[src/rtl/fifo_ctrl_4x8_pkg.sv]
// rtl/fifo_ctrl_4x8_pkg.sv - shared sizes, word type and strobe encoding for the 4x8 FIFO controller
package fifo_ctrl_4x8_pkg;

    localparam int FIFO_MAIN_SIZE = 4;
    localparam int FIFO_ADDR_SIZE = 2;
    localparam int FIFO_DATA_SIZE = 8;

    typedef logic [FIFO_DATA_SIZE-1:0] fifo_word_t;

    // Accepted operation for one edge, packed as {write, read}.
    typedef enum logic [1:0] {
        OP_IDLE = 2'b00,
        OP_POP  = 2'b01,
        OP_PUSH = 2'b10,
        OP_BOTH = 2'b11
    } fifo_op_e;

    function automatic fifo_op_e fifo_op(input logic wr, input logic rd);
        return fifo_op_e'({wr, rd});
    endfunction

endpackage

[src/rtl/fifo_ctrl_4x8_ptr_counter.sv]
// rtl/fifo_ctrl_4x8_ptr_counter.sv - wrap-around address counter with enable
module fifo_ctrl_4x8_ptr_counter #(
    parameter int WIDTH = 2
) (
    input  logic             clk,
    input  logic             reset,
    input  logic             en,
    output logic [WIDTH-1:0] value
);

    logic [WIDTH-1:0] value_q;
    logic [WIDTH-1:0] value_d;

    // Power-of-two depth: natural overflow is the mod-DEPTH wrap.
    always_comb begin
        value_d = value_q;
        if (en) begin
            value_d = value_q + 1'b1;
        end
    end

    always_ff @(posedge clk or posedge reset) begin
        if (reset) begin
            value_q <= '0;
        end else begin
            value_q <= value_d;
        end
    end

    assign value = value_q;

endmodule

[src/rtl/fifo_ctrl_4x8.sv]
// rtl/fifo_ctrl_4x8.sv - pointer, occupancy and flag controller for a 4-entry x 8-bit FIFO memory
module fifo_ctrl_4x8
    import fifo_ctrl_4x8_pkg::*;
#(
    parameter int MAIN_SIZE = FIFO_MAIN_SIZE,
    parameter int ADDR_SIZE = FIFO_ADDR_SIZE
) (
    input  logic                 clk,
    input  logic                 reset,
    input  logic                 push,
    input  logic                 pop,
    input  logic [ADDR_SIZE:0]   thr_low,
    input  logic [ADDR_SIZE:0]   thr_high,
    output logic                 write,
    output logic                 read,
    output logic [MAIN_SIZE-1:0] wr_ptr,
    output logic [MAIN_SIZE-1:0] rd_ptr,
    output logic [ADDR_SIZE:0]   count,
    output logic                 full,
    output logic                 empty,
    output logic                 almost_full,
    output logic                 almost_empty,
    output logic                 error,
    output logic                 data_valid
);

    localparam logic [ADDR_SIZE:0] DEPTH_CNT = (ADDR_SIZE + 1)'(1 << ADDR_SIZE);

    logic [ADDR_SIZE:0]   count_q;
    logic [ADDR_SIZE:0]   count_d;
    logic                 error_q;
    logic                 error_d;
    logic                 data_valid_q;
    logic                 data_valid_d;
    logic [ADDR_SIZE-1:0] wr_idx;
    logic [ADDR_SIZE-1:0] rd_idx;
    fifo_op_e             op;

    assign full         = (count_q == DEPTH_CNT);
    assign empty        = (count_q == '0);
    assign almost_full  = (count_q >= thr_high);
    assign almost_empty = !empty && (count_q <= thr_low);

    // Strobes use the pre-edge flags, so push&pop on full pops only and on empty pushes only.
    assign write = push & ~full & ~reset;
    assign read  = pop & ~empty & ~reset;
    assign op    = fifo_op(write, read);

    always_comb begin
        count_d = count_q;
        case (op)
            OP_PUSH: count_d = count_q + 1'b1;
            OP_POP:  count_d = count_q - 1'b1;
            default: count_d = count_q;
        endcase
        error_d      = error_q | (push & full & ~pop) | (pop & empty & ~push);
        data_valid_d = read;
    end

    always_ff @(posedge clk or posedge reset) begin
        if (reset) begin
            count_q      <= '0;
            error_q      <= 1'b0;
            data_valid_q <= 1'b0;
        end else begin
            count_q      <= count_d;
            error_q      <= error_d;
            data_valid_q <= data_valid_d;
        end
    end

    fifo_ctrl_4x8_ptr_counter #(.WIDTH(ADDR_SIZE)) u_wr_ptr (
        .clk   (clk),
        .reset (reset),
        .en    (write),
        .value (wr_idx)
    );

    fifo_ctrl_4x8_ptr_counter #(.WIDTH(ADDR_SIZE)) u_rd_ptr (
        .clk   (clk),
        .reset (reset),
        .en    (read),
        .value (rd_idx)
    );

    // Memory address port is wider than the FIFO index; upper bits stay zero.
    assign wr_ptr     = MAIN_SIZE'(wr_idx);
    assign rd_ptr     = MAIN_SIZE'(rd_idx);
    assign count      = count_q;
    assign error      = error_q;
    assign data_valid = data_valid_q;

endmodule

[config.mk]
export PLATFORM = sky130hd
export DESIGN_NAME = fifo_ctrl_4x8
export DESIGN_NICKNAME = d
export VERILOG_FILES = /design/src/rtl/fifo_ctrl_4x8_pkg.sv /design/src/rtl/fifo_ctrl_4x8_ptr_counter.sv /design/src/rtl/fifo_ctrl_4x8.sv
export SDC_FILE = /design/constraint.sdc
export NUM_CORES = 1
export LEC_CHECK = 0
export BUFFER_PORTS_ARGS = -buffer_cell sky130_fd_sc_hd__buf_2
export CAP_MARGIN = 20
export CELL_PAD_IN_SITES_DETAIL_PLACEMENT = 1
export CELL_PAD_IN_SITES_GLOBAL_PLACEMENT = 2
export CORE_MARGIN = 3
export CORE_UTILIZATION = 23
export CTS_CLUSTER_SIZE = 24
export DETAILED_ROUTE_END_ITERATION = 12
export PLACE_DENSITY = 0.74
export SETUP_SLACK_MARGIN = 0.02
export SLEW_MARGIN = 40
export SYNTH_ARGS = -nofsm -noshare
export SYNTH_HDL_FRONTEND = slang
export SYNTH_SLANG_ARGS = --single-unit
[constraint.sdc]
create_clock -name clk -period 2.05 [get_ports clk]
set_input_delay 0.1025 -clock clk [delete_from_list [all_inputs] [get_ports clk]]
set_output_delay 0.1025 -clock clk [all_outputs]
set_load 0.005 [all_outputs]
=== Word level (Yosys, flattened, before mapping) ===
Cells that the tools add are included.

* Add/sub/neg operators: 4
* Magnitude comparators: 2
* Equality and inequality tests: 3
* Multiplexer cells: 1
* Bitwise logic cells: 15
* Reductions and logical operators: 4

{| class="wikitable"
|+ Operators with widths
! operator !! number
|-
| $and 1x1->1 || 8
|-
| $pmux 3 s2 || 1
|-
| $not 1->1 || 5
|-
| $add 2x1->2 const B || 2
|-
| $add 3x1->3 const B || 1
|-
| $eq 3x3->1 const B || 1
|-
| $ge 3x3->1 || 1
|-
| $le 3x3->1 || 1
|-
| $logic_not 3->1 || 1
|-
| $sub 3x1->3 const B || 1
|-
| $eq 2x1->1 const B || 1
|-
| $eq 2x2->1 const B || 1
|-
| $or 1x1->1 || 2
|-
| $reduce_bool 2->1 || 1
|-
| $logic_and 1x1->1 || 1
|-
| $logic_not 1->1 || 1
|}

* Register bits after elaboration: 9
* Input port bits: 10
* Output and inout port bits: 19
* Word-level logic and storage cells: 34

=== Depth between registers and ports, before layout ===
* Depth in word-level cells: 6
* Depth in mapped cells: 9
* Gate-level depth less buffers: 9

=== Cells and area by module ===
A second synthesis with hierarchy kept.

* Cell total of the unflattened synthesis: 59
* Area, all modules: 603.1 um^2

{| class="wikitable"
|+ Modules (own cells, without submodules)
! module !! times used !! cells each !! area each (um^2) !! seq. area each (um^2)
|-
| fifo_ctrl_4x8 || 1 || 47 || 452.9 || 125.1
|-
| fifo_ctrl_4x8_ptr_counter || 2 || 6 || 75.1 || 50.0
|}

=== Least setup slack after synthesis ===
No wires, ideal clock.

* Path type: reg2reg
* Start point: register count_q[1] (netlist: count[1])
* End point: register count_q[2] (netlist: count[2])
* Library setup time: 79 ps
* Data arrival time: 1,939 ps
* Required time: 1,971 ps
* Path slack: 32 ps
* Stages on the path, launching flop included: 10
* Buffers on the path: 0
* Period minus slack after synthesis: 2,018 ps
* Cell sequence: dfrtp_1 > nor3b_2 > nor3b_4 > inv_1 > ha_1 > inv_1 > fa_1 > xor2_1 > nor2_1 > xor2_1

* Longest elaborated chain between the ends: 6
* Elaborated cells between the ends (all ways): 14
* Classes of those cells: add/sub (2); eq/ne (3); mux (1); bitwise (6); reduce/logical (2)

{| class="wikitable"
|+ RTL lines
! element !! line !! source
|-
| from (decl) || fifo_ctrl_4x8.sv:29 || <nowiki>logic [ADDR_SIZE:0] count_q;</nowiki>
|-
| from (signal assigned) || fifo_ctrl_4x8.sv:66 || <nowiki>count_q <= count_d;</nowiki>
|-
| $eq 3x3->1 (*) || fifo_ctrl_4x8.sv:39 || <nowiki>assign full = (count_q == DEPTH_CNT);</nowiki>
|-
| net full || fifo_ctrl_4x8.sv:19 || <nowiki>output logic full,</nowiki>
|-
| $not 1->1 (*) || fifo_ctrl_4x8.sv:45 || <nowiki>assign write = push & ~full & ~reset;</nowiki>
|-
| $and 1x1->1 (*) (2 in series) || fifo_ctrl_4x8.sv:45 ||
|-
| net write || fifo_ctrl_4x8.sv:14 || <nowiki>output logic write,</nowiki>
|-
| $eq 2x1->1 / $eq 2x2->1 (equally long branches) || fifo_ctrl_4x8.sv:51 || <nowiki>case (op)</nowiki>
|-
| $pmux 3 s2 / $reduce_bool 2->1 (equally long branches) || -- ||
|}

The timed path passes the listed nets; every way through them passes the cells marked *.
A chain may end at the register's enable or synchronous reset.

=== Final worst setup path ===
* Start point: register count_q[0] (netlist: count[0])
* End point: register count_q[2] (netlist: count[2])

* Longest elaborated chain between the ends: 6
* Elaborated cells between the ends (all ways): 14
* Classes of those cells: add/sub (2); eq/ne (3); mux (1); bitwise (6); reduce/logical (2)

{| class="wikitable"
|+ RTL lines
! element !! line
|-
| $eq 3x3->1 / $logic_not 3->1 (equally long branches) || fifo_ctrl_4x8.sv:39, fifo_ctrl_4x8.sv:40
|-
| $not 1->1, on equally long branches || fifo_ctrl_4x8.sv:45, fifo_ctrl_4x8.sv:46
|-
| $and 1x1->1, on equally long branches (2 in series) || fifo_ctrl_4x8.sv:45, fifo_ctrl_4x8.sv:46
|-
| $eq 2x1->1 / $eq 2x2->1 (equally long branches) || fifo_ctrl_4x8.sv:51
|-
| $pmux 3 s2 / $reduce_bool 2->1 (equally long branches) || --
|}

Several ways; a longest one is shown, not always the timed one.

==> summary by stage <==
Detailed routing
The detail route stage leaves a number of antenna-violating nets equal to 0. The number of design-rule violations left by the first detailed-router iteration is 6. The number of detailed-route iterations in the first pass is 4. Detailed routing inserted a total of approximately 500 vias.

The post-detailed-routing wire length is approximately 1.3 mm. For this run, design rule violations remaining after detail routing come to 0. Dividing the detail-routed wire length by the instance count gives around 11 um. After detailed routing, the number of vias per cell comes to 4.04.

Cells and area
The multi-input combinational cells in the finished layout cover a total of 349 um2. Summing all flip-flop and latch instances after layout gives approximately 230 um2. The share of cells above drive strength 1 is between 40% and 50%. After the last flow step, the layout net total stands at approximately 110. Relative to the synthesized area, the layout overhead comes to 37.6%. The final-layout fill cell count is around 310. The number of antenna repair diodes is 0.

Min path
The type of the most critical hold path is primary input to register. The end point of the most critical hold path is error. In this run the most critical hold path is launched from push. Along the worst hold path, the cell count comes to 2.

Timing
The total negative slack for setup checks is 0 ns. Setup repair after global routing left no endpoint under its margin. The final-layout worst hold slack is between 0.09 and 0.1 ns. Setup violations remaining at the end of the flow were counted as 0. On the final layout, the worst clock skew is between 0.0008 and 0.0009 ns. The hold violation total from the final report was 0. The clock period could shrink to 1.89 ns.

The total count of max-transition violations in the final report was 0. Static timing analysis puts the maximum clock frequency at 0.528 GHz. Of the available clock period, the critical path in the final layout requires roughly 92%.

Power
The power per unit of standard cell area is roughly 1200 nW/um2. Summed over all cells, the static leakage comes to around 0.00047 uW. Of the total power, the share spent switching nets is approximately two fifths. The sequential share of power is a little under a third.

The clock network fraction of design power is between 10% and 20%. The maximum ir drop on the vdd rail is between 0.3 and 0.4 mV. The part of the total power dissipated in combinational logic is 54.9%. The cell-internal power is approximately 650 uW. In this run the power spent charging and discharging nets is about 420 uW.

Clock tree
The depth of the CTS H-tree is 1. The deepest clock path buffer count is 2. The clock sink count is 9.

The cell chosen for the clock root is clkbuf_4. The CTS tree is yes. The clock insertion delay at the later pin of the skew report is 0.26 ns. The number of clock buffers added by TritonCTS is 3. The clock slew at the register clock pins of the worst setup and hold paths is ~0.06 ns.

Setup path
The path depth of the worst reg2reg path is 9. STA puts the critical path data required time at between 2 and 2.5 ns. The worst register-to-register path has a setup slack of around 0.16 ns.

The endpoint of the worst-slack reg-to-reg timing path is count[2]. The kind of start point of the critical path is a register. By startpoint and endpoint, the worst setup path is classified as register to register. Data on the critical path arrives at its endpoint at 2.08 ns. The source of the worst register-to-register timing path is count[0]. The biggest fanout along the worst timing path is 5.

The capturing element type of the critical path is a register.

Global route
Global routing used a little under 9% of the available tracks across all layers. The initial antenna violation count was 0. Summed over all layers, the global routing overflow is 0. The first-pass GRT wire length is 2.20 mm. The pin count of the biggest net entering global routing is 10. The number of global-route vias before repair was slightly above 500.

Flow run
Across the run, the number of max-cap violations was 0.

Logic synthesis
The sequential fraction of the synthesis area is a little over a third. Synthesis inferred 9 register bits. The synthesized netlist occupies a cell area of between 600 and 700 um2. The synthesized instance count is 60. The number of synthesis warnings is 0. Dividing the synthesized area by the synthesized cell count gives slightly above 10 um2. The count of different cell masters after synthesis is 22.

Placed design
The congestion estimate from routability-driven global placement came to between 0.7 and 0.8. Detailed placement ended at an HPWL of 1.13 mm. Port buffering added 24 buffers.

Floorplan
For this configuration, the core starts out at a cell density of about 25%. The floorplan step set the die width to about 58 um. During I/O placement, the number of pins put on the boundary was 29. The die covers approximately 3400 um2. The core region area is ~2500 um2. In this run the core area contains 18 standard-cell rows. The die is roughly 58 um tall.

Status
The flow ran to the end, and the final reports show no timing, DRC or antenna violations.
## power by group through the flow
stage	sequential (uW)	clock, uW	combinational, uW
after floorplan	345	0	309
after global placement	330	0	573
after detailed placement	335	0	590
after CTS	332	148	595
after global routing	359	158	679
final	341	142	588
## flip-flops by register name, indices dropped and copies added, names as in the netlist
| signal | cells |
|---|---|
| u_rd_ptr.value | 2 |
| error | 1 |
| count | 3 |
| u_wr_ptr.value | 2 |
| data_valid | 1 |
## cells in the final DEF, fill, tap and decap left out, drive strengths merged, types with 2 or more instances in the layout
cell type  count
nor3           3
nand2          3
nor3b          3
conb           4
nor2           2
xor2           6
inv           11
buf           30
clkbuf         4
dfrtp          9
ha             7
a21o           2
## stage by stage
stage               total power, uW  instances  utilization (%)  cell area, um2  setup WS [ns]
global route                   1200        124             34.0             857         0.0366
detailed placement              925        119             32.0             807         0.0870
finish                         1070        124             34.0             857          0.155
CTS                            1070        124             33.4             843         0.0720
floorplan                       654         63                -             634         0.0320
global placement                903        119             32.0             807          0.163
## logic make-up after synthesis
| family | Yosys count | share of synthesized area [%] |
|---|---|---|
| buffers and inverters | 15 | 11.4 |
| AND/OR/NAND/NOR | 13 | 16.3 |
| flip-flops | 9 | 36.1 |
| adder cells (fa/ha/maj) | 8 | 17.3 |
| XOR/XNOR | 7 | 9.84 |
| AO/OA/AOI/OAI | 6 | 6.83 |
| other | 1 | 0.602 |
| multiplexers | 1 | 1.61 |
## cell usage after synthesis
cell / n / share of area (%)
nand2b_1: 1 / 1.0
nor3_2: 2 / 3.2
fa_1: 1 / 3.2
inv_1: 11 / 6.6
a31oi_1: 1 / 1.0
ha_1: 7 / 14
nor3_1: 1 / 0.80
nor3b_4: 1 / 3.0
conb_1: 1 / 0.60
a21oi_1: 1 / 0.80
a211o_1: 1 / 1.4
a21o_1: 2 / 2.4
nand2_1: 3 / 1.8
xnor2_1: 1 / 1.4
mux2i_1: 1 / 1.6
nand3b_1: 1 / 1.2
nor3b_2: 2 / 4.0
buf_4: 4 / 4.8
o211ai_1: 1 / 1.2
dfrtp_1: 9 / 36
nor2_1: 2 / 1.2
xor2_1: 6 / 8.4
## worst max path at each step
stage	startpoint	to	slack, ns	cells after the start
final	count[0]	count[2]	0.16	9
after global routing	count[0]	count[2]	0.04	9
after CTS	count[0]	count[2]	0.07	9
after detailed placement	count[0]	count[2]	0.09	9
after global placement	count[0]	count[2]	0.16	9
after floorplan	count[1]	count[2]	0.03	9
## worst max-delay path, cell delays in order, from the launching register on
cell     delay, ns
dfrtp_2       0.45
nor3b_4       0.26
nor3b_4       0.07
inv_1         0.06
ha_2          0.18
inv_1         0.06
fa_2          0.33
xor2_1        0.14
nor2_1        0.13
xor2_1        0.14
## routing by layer
metal / global-route usage [%] / part of all wire [%] / up-vias
met2: 14.0 / 49 / 13
met3: 1.56 / 4.5 / 4
met1: 10.3 / 44 / 231
met4: 5.96 / 3.1 / 0
met5: 0 / 0 / -
li1: - / - / 253
## timing repair
item,4_1_cts,5_1_grt
hold buffers,1,0
gates resized for setup,0,5
endpoints found under the setup margin,0,1
setup buffers,0,0
endpoints found under the hold margin,9,0
## final cells by class
type	count	area share, %
Sequential cell	9	26.6
Tap cell	30	4.38
Clock buffer	4	3.07
Inverter	11	4.82
Timing Repair Buffer	31	20.4
Multi-Input combinational cell	39	40.7
Power figures use the tool's default switching activity.
